--- src/rtl/adc_pkg.sv ---
// Shared types and constants for the two-channel 10-bit serial ADC responder.
package adc_pkg;

    localparam int ADC_BITS = 10;
    localparam int CMD_BITS = 3;

    typedef enum logic [2:0] {
        IDLE       = 3'd0,
        WAIT_START = 3'd1,
        CMD        = 3'd2,
        NULLB      = 3'd3,
        DATA_MSB   = 3'd4,
        DATA_LSB   = 3'd5,
        TAIL       = 3'd6
    } state_e;

    typedef struct packed {
        logic sgl;
        logic odd;
        logic msbf;
    } cmd_t;

endpackage

--- src/rtl/adc_responder_sync_edge.sv ---
// Multi-flop synchronizer for an asynchronous link line, with one-cycle
// rise/fall pulses taken from the synchronized copy.
module sync_edge #(
    parameter int STAGES = 2
) (
    input  logic clk_i,
    input  logic rst_i,
    input  logic d_i,
    output logic rise_o,
    output logic fall_o
);

    logic [STAGES-1:0] sync_q;
    logic              prev_q;

    always_ff @(posedge clk_i) begin
        if (rst_i) begin
            sync_q <= '0;
            prev_q <= 1'b0;
        end else begin
            sync_q <= {sync_q[STAGES-2:0], d_i};
            prev_q <= sync_q[STAGES-1];
        end
    end

    assign rise_o = sync_q[STAGES-1] & ~prev_q;
    assign fall_o = ~sync_q[STAGES-1] & prev_q;

endmodule

--- src/rtl/adc_responder.sv ---
// Far-end responder for the 4-wire serial ADC link: decodes the start/command
// bits and shifts back a latched sample (single-ended or saturated difference).
module adc_responder
    import adc_pkg::*;
#(
    parameter int SYNC_STAGES = 2,
    parameter int DATA_BITS   = 10
) (
    input  logic                 i_clk,
    input  logic                 i_rst,
    input  logic                 p_clk,
    input  logic                 p_cs,
    input  logic                 p_in,
    output logic                 p_out,
    input  logic [DATA_BITS-1:0] i_data0,
    input  logic [DATA_BITS-1:0] i_data1,
    output logic                 o_busy,
    output logic                 o_channel,
    output logic                 o_done,
    output logic                 o_abort
);

    state_e                 state_q, state_d;
    logic [3:0]             cnt_q, cnt_d;
    logic [DATA_BITS-1:0]   word_q, word_d;
    cmd_t                   cmd_q, cmd_d;
    logic                   chan_q, chan_d;
    logic                   pout_q, pout_d;
    logic                   done_q, done_d;
    logic                   abort_q, abort_d;
    logic [SYNC_STAGES-1:0] in_sync_q;
    logic                   clk_rise, clk_fall, cs_rise, cs_fall, in_s;

    // Difference mode: 11-bit signed subtraction, negative results clamp to zero.
    function automatic logic [DATA_BITS-1:0] sat_sub(input logic [DATA_BITS-1:0] a,
                                                     input logic [DATA_BITS-1:0] b);
        logic signed [DATA_BITS:0] diff;
        diff = $signed({1'b0, a}) - $signed({1'b0, b});
        return diff[DATA_BITS] ? '0 : diff[DATA_BITS-1:0];
    endfunction

    function automatic logic [DATA_BITS-1:0] pick_word(input logic sgl, input logic odd,
                                                       input logic [DATA_BITS-1:0] d0,
                                                       input logic [DATA_BITS-1:0] d1);
        logic [DATA_BITS-1:0] sel, other;
        sel   = odd ? d1 : d0;
        other = odd ? d0 : d1;
        return sgl ? sel : sat_sub(sel, other);
    endfunction

    sync_edge #(.STAGES(SYNC_STAGES)) u_clk_sync (
        .clk_i  (i_clk),
        .rst_i  (i_rst),
        .d_i    (p_clk),
        .rise_o (clk_rise),
        .fall_o (clk_fall)
    );

    // Only a fresh select fall starts a frame, so a frame cut by reset never resumes.
    sync_edge #(.STAGES(SYNC_STAGES)) u_cs_sync (
        .clk_i  (i_clk),
        .rst_i  (i_rst),
        .d_i    (p_cs),
        .rise_o (cs_rise),
        .fall_o (cs_fall)
    );

    assign in_s = in_sync_q[SYNC_STAGES-1];

    always_comb begin
        state_d = state_q;
        cnt_d   = cnt_q;
        word_d  = word_q;
        cmd_d   = cmd_q;
        chan_d  = chan_q;
        pout_d  = pout_q;
        done_d  = 1'b0;
        abort_d = 1'b0;
        if (cs_rise) begin
            state_d = IDLE;
            pout_d  = 1'b0;
            abort_d = state_q inside {CMD, NULLB, DATA_MSB};
        end else begin
            case (state_q)
                IDLE: if (cs_fall) state_d = WAIT_START;
                WAIT_START: if (clk_rise && in_s) begin
                    state_d = CMD;
                    cnt_d   = 4'(CMD_BITS - 1);
                end
                CMD: if (clk_rise) begin
                    cnt_d = cnt_q - 4'd1;
                    if (cnt_q == 4'd2) begin
                        cmd_d.sgl = in_s;
                    end else if (cnt_q == 4'd1) begin
                        cmd_d.odd = in_s;
                        chan_d    = in_s;
                    end else begin
                        cmd_d.msbf = in_s;
                        word_d     = pick_word(cmd_q.sgl, cmd_q.odd, i_data0, i_data1);
                        state_d    = NULLB;
                    end
                end
                NULLB: if (clk_fall) begin
                    pout_d  = 1'b0;
                    cnt_d   = 4'(ADC_BITS - 1);
                    state_d = DATA_MSB;
                end
                // Rotating left ten times restores the word for the LSB-first pass.
                DATA_MSB: if (clk_fall) begin
                    pout_d = word_q[DATA_BITS-1];
                    word_d = {word_q[DATA_BITS-2:0], word_q[DATA_BITS-1]};
                    cnt_d  = cnt_q - 4'd1;
                    if (cnt_q == 4'd0) begin
                        done_d  = 1'b1;
                        cnt_d   = 4'(ADC_BITS - 2);
                        state_d = cmd_q.msbf ? TAIL : DATA_LSB;
                    end
                end
                DATA_LSB: if (clk_fall) begin
                    pout_d = word_q[1];
                    word_d = {word_q[0], word_q[DATA_BITS-1:1]};
                    cnt_d  = cnt_q - 4'd1;
                    if (cnt_q == 4'd0) state_d = TAIL;
                end
                TAIL: if (clk_fall) pout_d = 1'b0;
                default: state_d = IDLE;
            endcase
        end
    end

    always_ff @(posedge i_clk) begin
        if (i_rst) begin
            state_q   <= IDLE;
            cnt_q     <= 4'd0;
            word_q    <= '0;
            cmd_q     <= '0;
            chan_q    <= 1'b0;
            pout_q    <= 1'b0;
            done_q    <= 1'b0;
            abort_q   <= 1'b0;
            in_sync_q <= '0;
        end else begin
            state_q   <= state_d;
            cnt_q     <= cnt_d;
            word_q    <= word_d;
            cmd_q     <= cmd_d;
            chan_q    <= chan_d;
            pout_q    <= pout_d;
            done_q    <= done_d;
            abort_q   <= abort_d;
            in_sync_q <= {in_sync_q[SYNC_STAGES-2:0], p_in};
        end
    end

    assign p_out     = pout_q;
    assign o_busy    = state_q inside {CMD, NULLB, DATA_MSB, DATA_LSB, TAIL};
    assign o_channel = chan_q;
    assign o_done    = done_q;
    assign o_abort   = abort_q;

endmodule

--- config.mk ---
export PLATFORM = sky130hd
export DESIGN_NAME = adc_responder
export DESIGN_NICKNAME = d
export VERILOG_FILES = /design/src/rtl/adc_pkg.sv /design/src/rtl/adc_responder_sync_edge.sv /design/src/rtl/adc_responder.sv
export SDC_FILE = /design/constraint.sdc
export NUM_CORES = 1
export LEC_CHECK = 0
export CAP_MARGIN = 40
export CORE_UTILIZATION = 65
export CTS_CLUSTER_DIAMETER = 120
export CTS_CLUSTER_SIZE = 28
export DETAILED_ROUTE_END_ITERATION = 16
export DONT_BUFFER_PORTS = 1
export HOLD_SLACK_MARGIN = 0.1
export PLACE_DENSITY = 0.81
export SETUP_SLACK_MARGIN = 0.1
export SYNTH_ARGS = -nofsm -noshare
export SYNTH_HDL_FRONTEND = slang
export SYNTH_HIERARCHICAL = 1
export SYNTH_SLANG_ARGS = --single-unit
--- constraint.sdc ---
create_clock -name i_clk -period 6.9 [get_ports i_clk]
set_input_delay 2.07 -clock i_clk [delete_from_list [all_inputs] [get_ports i_clk]]
set_output_delay 2.07 -clock i_clk [all_outputs]
set_load 0.02 [all_outputs]
* After elaboration in Yosys (flattened, before gate mapping)
Index checks and enable logic that the tools add are counted.
** Cells by class
- Eq/ne operators :: 19
- Add/sub/neg operators :: 2
- Reduce and logical (&&, ||, !) cells :: 19
- Bitwise gates (word level) :: 14
- Mux-type cells :: 34
** Operators with widths (count)
- $mux W10 :: 9
- $mux W3 :: 10
- $pmux W10 S3 :: 1
- $mux W4 :: 6
- $pmux W3 S7 :: 1
- $pmux W4 S5 :: 1
- $ne A2 B2 Y1 const B :: 9
- $reduce_and A7 Y1 :: 2
- $reduce_and A11 Y1 :: 1
- $sub A10 B10 Y11 :: 1
- $not A1 Y1 :: 10
- $reduce_and A5 Y1 :: 2
- $reduce_bool A5 Y1 :: 2
- $eq A3 B3 Y1 const B :: 3
- $reduce_bool A3 Y1 :: 3
- $reduce_and A4 Y1 :: 2
- $eq A3 B2 Y1 const B :: 2
- $reduce_or A2 Y1 :: 3
- $and A1 B1 Y1 :: 4
- $eq A4 B1 Y1 const B :: 1
- $eq A4 B2 Y1 const B :: 1
- $logic_not A4 Y1 :: 1
- $mux W1 :: 4
- $ne A2 B1 Y1 const B :: 2
- 7 further kinds :: 7
** Word-level totals
- Input bits :: 25
- Logic and storage cells :: 102
- Flip-flop bits (word level) :: 31

* Depth between registers and ports, before layout
- Depth after elaboration :: 8
- Depth in mapped cells :: 12
- Depth with buffers taken out :: 9

* Cells and area by module
Netlist, hierarchy kept.
** Modules (own cells, without submodules)
- adc_responder :: cells an instance 289, area an instance 2366.0 um2, seq. area each 500.5 um2, instances 1
- sync_edge :: cells an instance 8, area an instance 91.3 um2, seq. area each 60.1 um2, instances 2

* Least setup slack after synthesis
OpenSTA, ideal clock, no wires.
- Kind :: input-to-reg
- From :: in i_data0[0]
- To :: reg word_q[2]
- Stages on the path :: 10
- Path buffers :: 1
- Data arrival time :: 4.096 ns
- Slack :: 2.733 ns
- Cells stage by stage :: mux2_2 ha_1 fa_1 nand2b_1 a21oi_1 a211o_1 buf_4 o2111ai_1 a221o_1 a21oi_1
** Between the ends
- Longest elaborated chain between the ends :: 8
- Elaborated cells between the ends (all ways) :: 9
- Those cells by class :: add/sub (1); mux (8)
** Ends and longest elaborated chain
- start: declaration :: RTL line adc_responder.sv:15 : input logic [DATA_BITS-1:0] i_data0,
- $mux W10, on equally long branches :: RTL line adc_responder.sv:46, adc_responder.sv:47
- $sub A10 B10 Y11 * :: RTL line adc_responder.sv:38 : diff = $signed({1'b0, a}) - $signed({1'b0, b});
- $mux W10 * :: RTL line adc_responder.sv:39 : return diff[DATA_BITS] ? '0 : diff[DATA_BITS-1:0];
- $mux W10 * :: RTL line adc_responder.sv:48 : return sgl ? sel : sat_sub(sel, other);
- $mux W10 * :: RTL line adc_responder.sv:94 : end else if (cnt_q == 4'd1) begin
- $mux W10 * :: RTL line adc_responder.sv:92 : if (cnt_q == 4'd2) begin
- $mux W10 * :: RTL line adc_responder.sv:90 : CMD: if (clk_rise) begin
- $pmux W10 S3 * :: RTL line adc_responder.sv:84 : case (state_q)
- end signal: assignment :: RTL line adc_responder.sv:145 : word_q <= word_d;
- end: declaration :: RTL line adc_responder.sv:25 : logic [DATA_BITS-1:0] word_q, word_d;
Mark *: on every way between the ends. The rest lies on a longest branch, timed or not. The select of a mux whose other input is x is not followed.
A chain may end at the register's enable or synchronous reset.

* Worst setup path in the final report
- From :: in i_data0[0]
- To :: reg word_q[3]
Same word-level chain as after synthesis.

==> parameters.txt <==
Parameter                              Value

Yosys
  Post-synthesis share of cell area spent on and, or, nand and nor gates ... 0.223
  Area share of fa/ha/maj cells after synthesis ... 0.0717
  Unique masters post-synth ... 63
  Number of synthesized register bits ... 31
  Total standard cell area after synthesis ... 2550 µm²
  Register area share after synthesis ... 0.243
  Post-synthesis average cell area ... 8.36 µm²
  Dominant synthesized flop cell ... sky130_fd_sc_hd__dfxtp_1
  Post-synthesis cell count ... 305
  Synth warnings ... 6
  Fraction of the mapped netlist area in compound gates ... 0.253
  Main combinational cell family by area after synthesis ... compound AO/OA/AOI/OAI gates
  Multiplexer share of the synthesized area ... 0.138
  XOR/XNOR share of the synthesized area ... 0.0137
  Fraction of registers with async set or reset after synthesis ... 0
  Number of enable-type register cells in the synthesized netlist ... 0
  Number of nets in the synthesized netlist ... 344

Worst setup path
  Required time of the worst setup path ... 7.11 ns
  Type of element capturing the critical path ... flip-flop
  Crit path launch type ... input port
  Critical Path AT ... 4.37 ns
  Worst Path Max Fanout ... 9
  Start point of the critical path ... i_data0[0]
  Critical R2R Launch ... o_channel$_SDFFE_PP0P_
  Kind of critical path ... in2reg

Clocking
  TritonCTS clock tree ... yes
  H-tree levels ... 2
  Cell chosen for the clock root ... sky130_fd_sc_hd__clkbuf_8
  Number of resized instances in the post-cts repair step ... 0
  Sink count of the clock tree ... 31
  Clock latency reported for the late side of the worst-skew pair ... 0.29 ns
  TritonCTS Buffers ... 5
  Number of buffers between clock root and the deepest sink ... 2
  Post-CTS setup buffer count ... 0
  CTS Hold Bufs ... 0
  Clock transition at the registers of the reported paths ... 0.06 ns

Detailed routing
  Via total after detailed routing ... 2216
  Number of remaining DRC errors ... 0
  Average detailed-routed wire length per instance ... 16.2 µm
  Number of DRC markers after the initial detailed-route iteration ... 259
  First-pass iteration count of the detailed router ... 5
  ANT nets after route ... 0
  Wire length reported by the detailed router ... 5590 µm
  Detail-routed via count per cell ... 6.42

Global routing
  Wire length of the first global-routing pass ... 9340 µm
  Overall overflow remaining after global route ... 0
  Initial antenna violation count ... 0
  Maximum number of pins on one net before global-route repair ... 28
  Total routing resource utilization after global routing ... 0.286
  Number of global-route vias before repair ... 2041

Finish
  Area growth syn-to-layout ... 2.01%
  Top library cells by usage in the layout, fill and taps aside ... sky130_fd_sc_hd__a21oi_1 (32), sky130_fd_sc_hd__dfxtp_1 (31), sky130_fd_sc_hd__nand2_1 (29)
  Final std cell area, no fill ... 2600 µm²
  Final #Nets ... 337
  Register Area ... 621 µm²
  Fraction of final layout cells with drive strength greater than 1 ... 0.108
  Number of fill cells in the layout ... 318
  Leading cell type in the layout, fill and taps excluded ... sky130_fd_sc_hd__a21oi_1
  Total area of multi-input combinational cells ... 1780 µm²
  Count of antenna diodes in the layout ... 0

Placed design
  Area of placed instances ... 2530 µm²
  Number of input and output port buffers inserted ... 0
  Final Wtd Congestion ... 0.840
  Dpl hpwl ... 4050 µm

STA
  Worst slew pin tran ... 0.791 ns
  Count of pins over their slew limit ... 0
  Worst slew margin relative to its limit ... 0.465
  Setup repair after global routing missed its margin ... false
  Fin Clk Skew ... 0.00551 ns
  Period utilisation layout ... 0.603
  Top achievable clock speed ... 240 MHz
  Final-report setup violation count ... 0
  Fin crit period ... 4.16 ns
  Setup Total Neg Slack ... 0 ns
  Final hold vios ... 0

Pwr
  Power density cells ... 163 nW/µm²
  Peak supply drop ... 75.3 µV
  Leak ... 0.913 nW

Hold path
  Hold path start ... u_clk_sync/sync_q[0]$_SDFF_PP0_
  Class of the worst hold path ... reg2reg

Run
  Number of max-cap violations ... 0

Die
  Placeable core region ... 3720 µm²
  Die W ... 64.6 µm
  Die Area ... 4180 µm²
  Floorplan die height ... 64.6 µm
  Number of top-level pins ... 30
  Starting Density ... 0.686
  Number of core rows ... 22

Outcome
  Outcome ... completed
==> final timing paths <==
kind / end / slack (ns) / cells after the start
setup / recovery: word_q[3]$_SDFFE_PP0P_ / 2.74 / 9
hold reg to reg: u_clk_sync/sync_q[1]$_SDFF_PP0_ / 0.46 / 1
setup reg to reg: word_q[3]$_SDFFE_PP0P_ / 3.74 / 10
hold / removal: u_clk_sync/sync_q[1]$_SDFF_PP0_ / 0.46 / 1
==> per-layer routing <==
| layer | global-route usage | wire length [µm] | vias up | part of all wire |
|---|---|---|---|---|
| met3 | 0.0475 | 220 | 14 | 0.039 |
| li1 | - | - | 1111 | - |
| met5 | 0 | 0 | - | 0 |
| met2 | 0.504 | 2820 | 65 | 0.51 |
| met4 | 0.128 | 129 | 0 | 0.023 |
| met1 | 0.335 | 2420 | 1026 | 0.43 |
==> cell families after synthesis <==
group | Yosys count
and+or+nand+nor | 101
AOI/OAI and AO/OA | 93
muxes | 34
DFF | 31
buffers and inverters | 28
adders and majority gates | 14
xor gates and xnor gates | 4
==> worst max-delay path, stage by stage <==
cell and delay (ns):
sky130_fd_sc_hd__mux2_2 0.24, sky130_fd_sc_hd__ha_1 0.24, sky130_fd_sc_hd__fa_1 0.40, sky130_fd_sc_hd__nand2b_1 0.20, sky130_fd_sc_hd__a21oi_1 0.24, sky130_fd_sc_hd__a211o_1 0.35, sky130_fd_sc_hd__o2111ai_1 0.16, sky130_fd_sc_hd__a221o_1 0.33
sky130_fd_sc_hd__a21oi_1 0.14
==> registers in the layout, summed over array words and instances (netlist names), 2 cells and up <==
name	cells
state_q	3
u_clk_sync/sync_q	2
in_sync_q	2
cnt_q	4
cmd_q	2
u_cs_sync/sync_q	2
word_q	10
==> power by group <==
group | leakage [nW] | internal, mW | total (mW) | switching, mW
sequential | 0.251 | 0.183 | 0.187 | 0.00394
combinational | 0.624 | 0.0452 | 0.105 | 0.0594
clock | 0.0371 | 0.0671 | 0.131 | 0.0642
total | 0.913 | 0.295 | 0.423 | 0.128
==> stage by stage <==
stage	utilization	power, mW	hold slack [ns]	setup slack [ns]	std cells
floorplan	-	0.279	0.414	2.73	305
global placement	0.680	0.290	0.417	2.59	339
detailed placement	0.680	0.294	0.445	2.50	339
CTS	0.700	0.421	0.458	2.78	345
global route	0.700	0.444	0.477	2.65	345
finish	0.700	0.423	0.455	2.74	345
==> Yosys cell counts, types with 2 or more instances <==
cell,count,area (µm²)
sky130_fd_sc_hd__o211ai_1,3,22.5
sky130_fd_sc_hd__buf_4,2,15.0
sky130_fd_sc_hd__dfxtp_1,31,621
sky130_fd_sc_hd__xor2_1,3,26.3
sky130_fd_sc_hd__a211oi_1,3,22.5
sky130_fd_sc_hd__inv_1,10,37.5
sky130_fd_sc_hd__and3b_1,2,17.5
sky130_fd_sc_hd__nor3_1,3,15.0
sky130_fd_sc_hd__mux2_2,10,113
sky130_fd_sc_hd__ha_1,13,163
sky130_fd_sc_hd__nand2_1,29,109
sky130_fd_sc_hd__clkbuf_1,3,11.3
sky130_fd_sc_hd__a21oi_1,32,160
sky130_fd_sc_hd__or2_2,2,12.5
sky130_fd_sc_hd__o2111ai_1,5,43.8
sky130_fd_sc_hd__nor2_1,20,75.1
sky130_fd_sc_hd__a221o_1,7,70.1
sky130_fd_sc_hd__nor2b_1,17,106
sky130_fd_sc_hd__o21ai_0,12,60.1
sky130_fd_sc_hd__buf_2,8,40.0
sky130_fd_sc_hd__a31oi_1,2,12.5
sky130_fd_sc_hd__mux2i_1,24,240
sky130_fd_sc_hd__o22ai_1,2,12.5
sky130_fd_sc_hd__o21ai_1,3,15.0
sky130_fd_sc_hd__and3_1,2,12.5
sky130_fd_sc_hd__nand3b_1,4,30.0
sky130_fd_sc_hd__a21o_1,4,30.0
sky130_fd_sc_hd__and2_1,2,12.5
sky130_fd_sc_hd__nand2b_1,3,18.8
sky130_fd_sc_hd__or3_1,3,18.8
sky130_fd_sc_hd__buf_6,3,33.8
sky130_fd_sc_hd__o21a_1,3,22.5
sky130_fd_sc_hd__a311oi_1,5,43.8
==> cell type report <==
| class | instances | share of cell area |
|---|---|---|
| inverter | 11 | 0.0159 |
| sequential | 31 | 0.239 |
| tap | 48 | 0.0231 |
| timing repair buffer | 3 | 0.00866 |
| clock buffer | 6 | 0.0279 |
| multi-input combinational | 246 | 0.686 |
No activity file was read; power rests on OpenSTA's default activity.
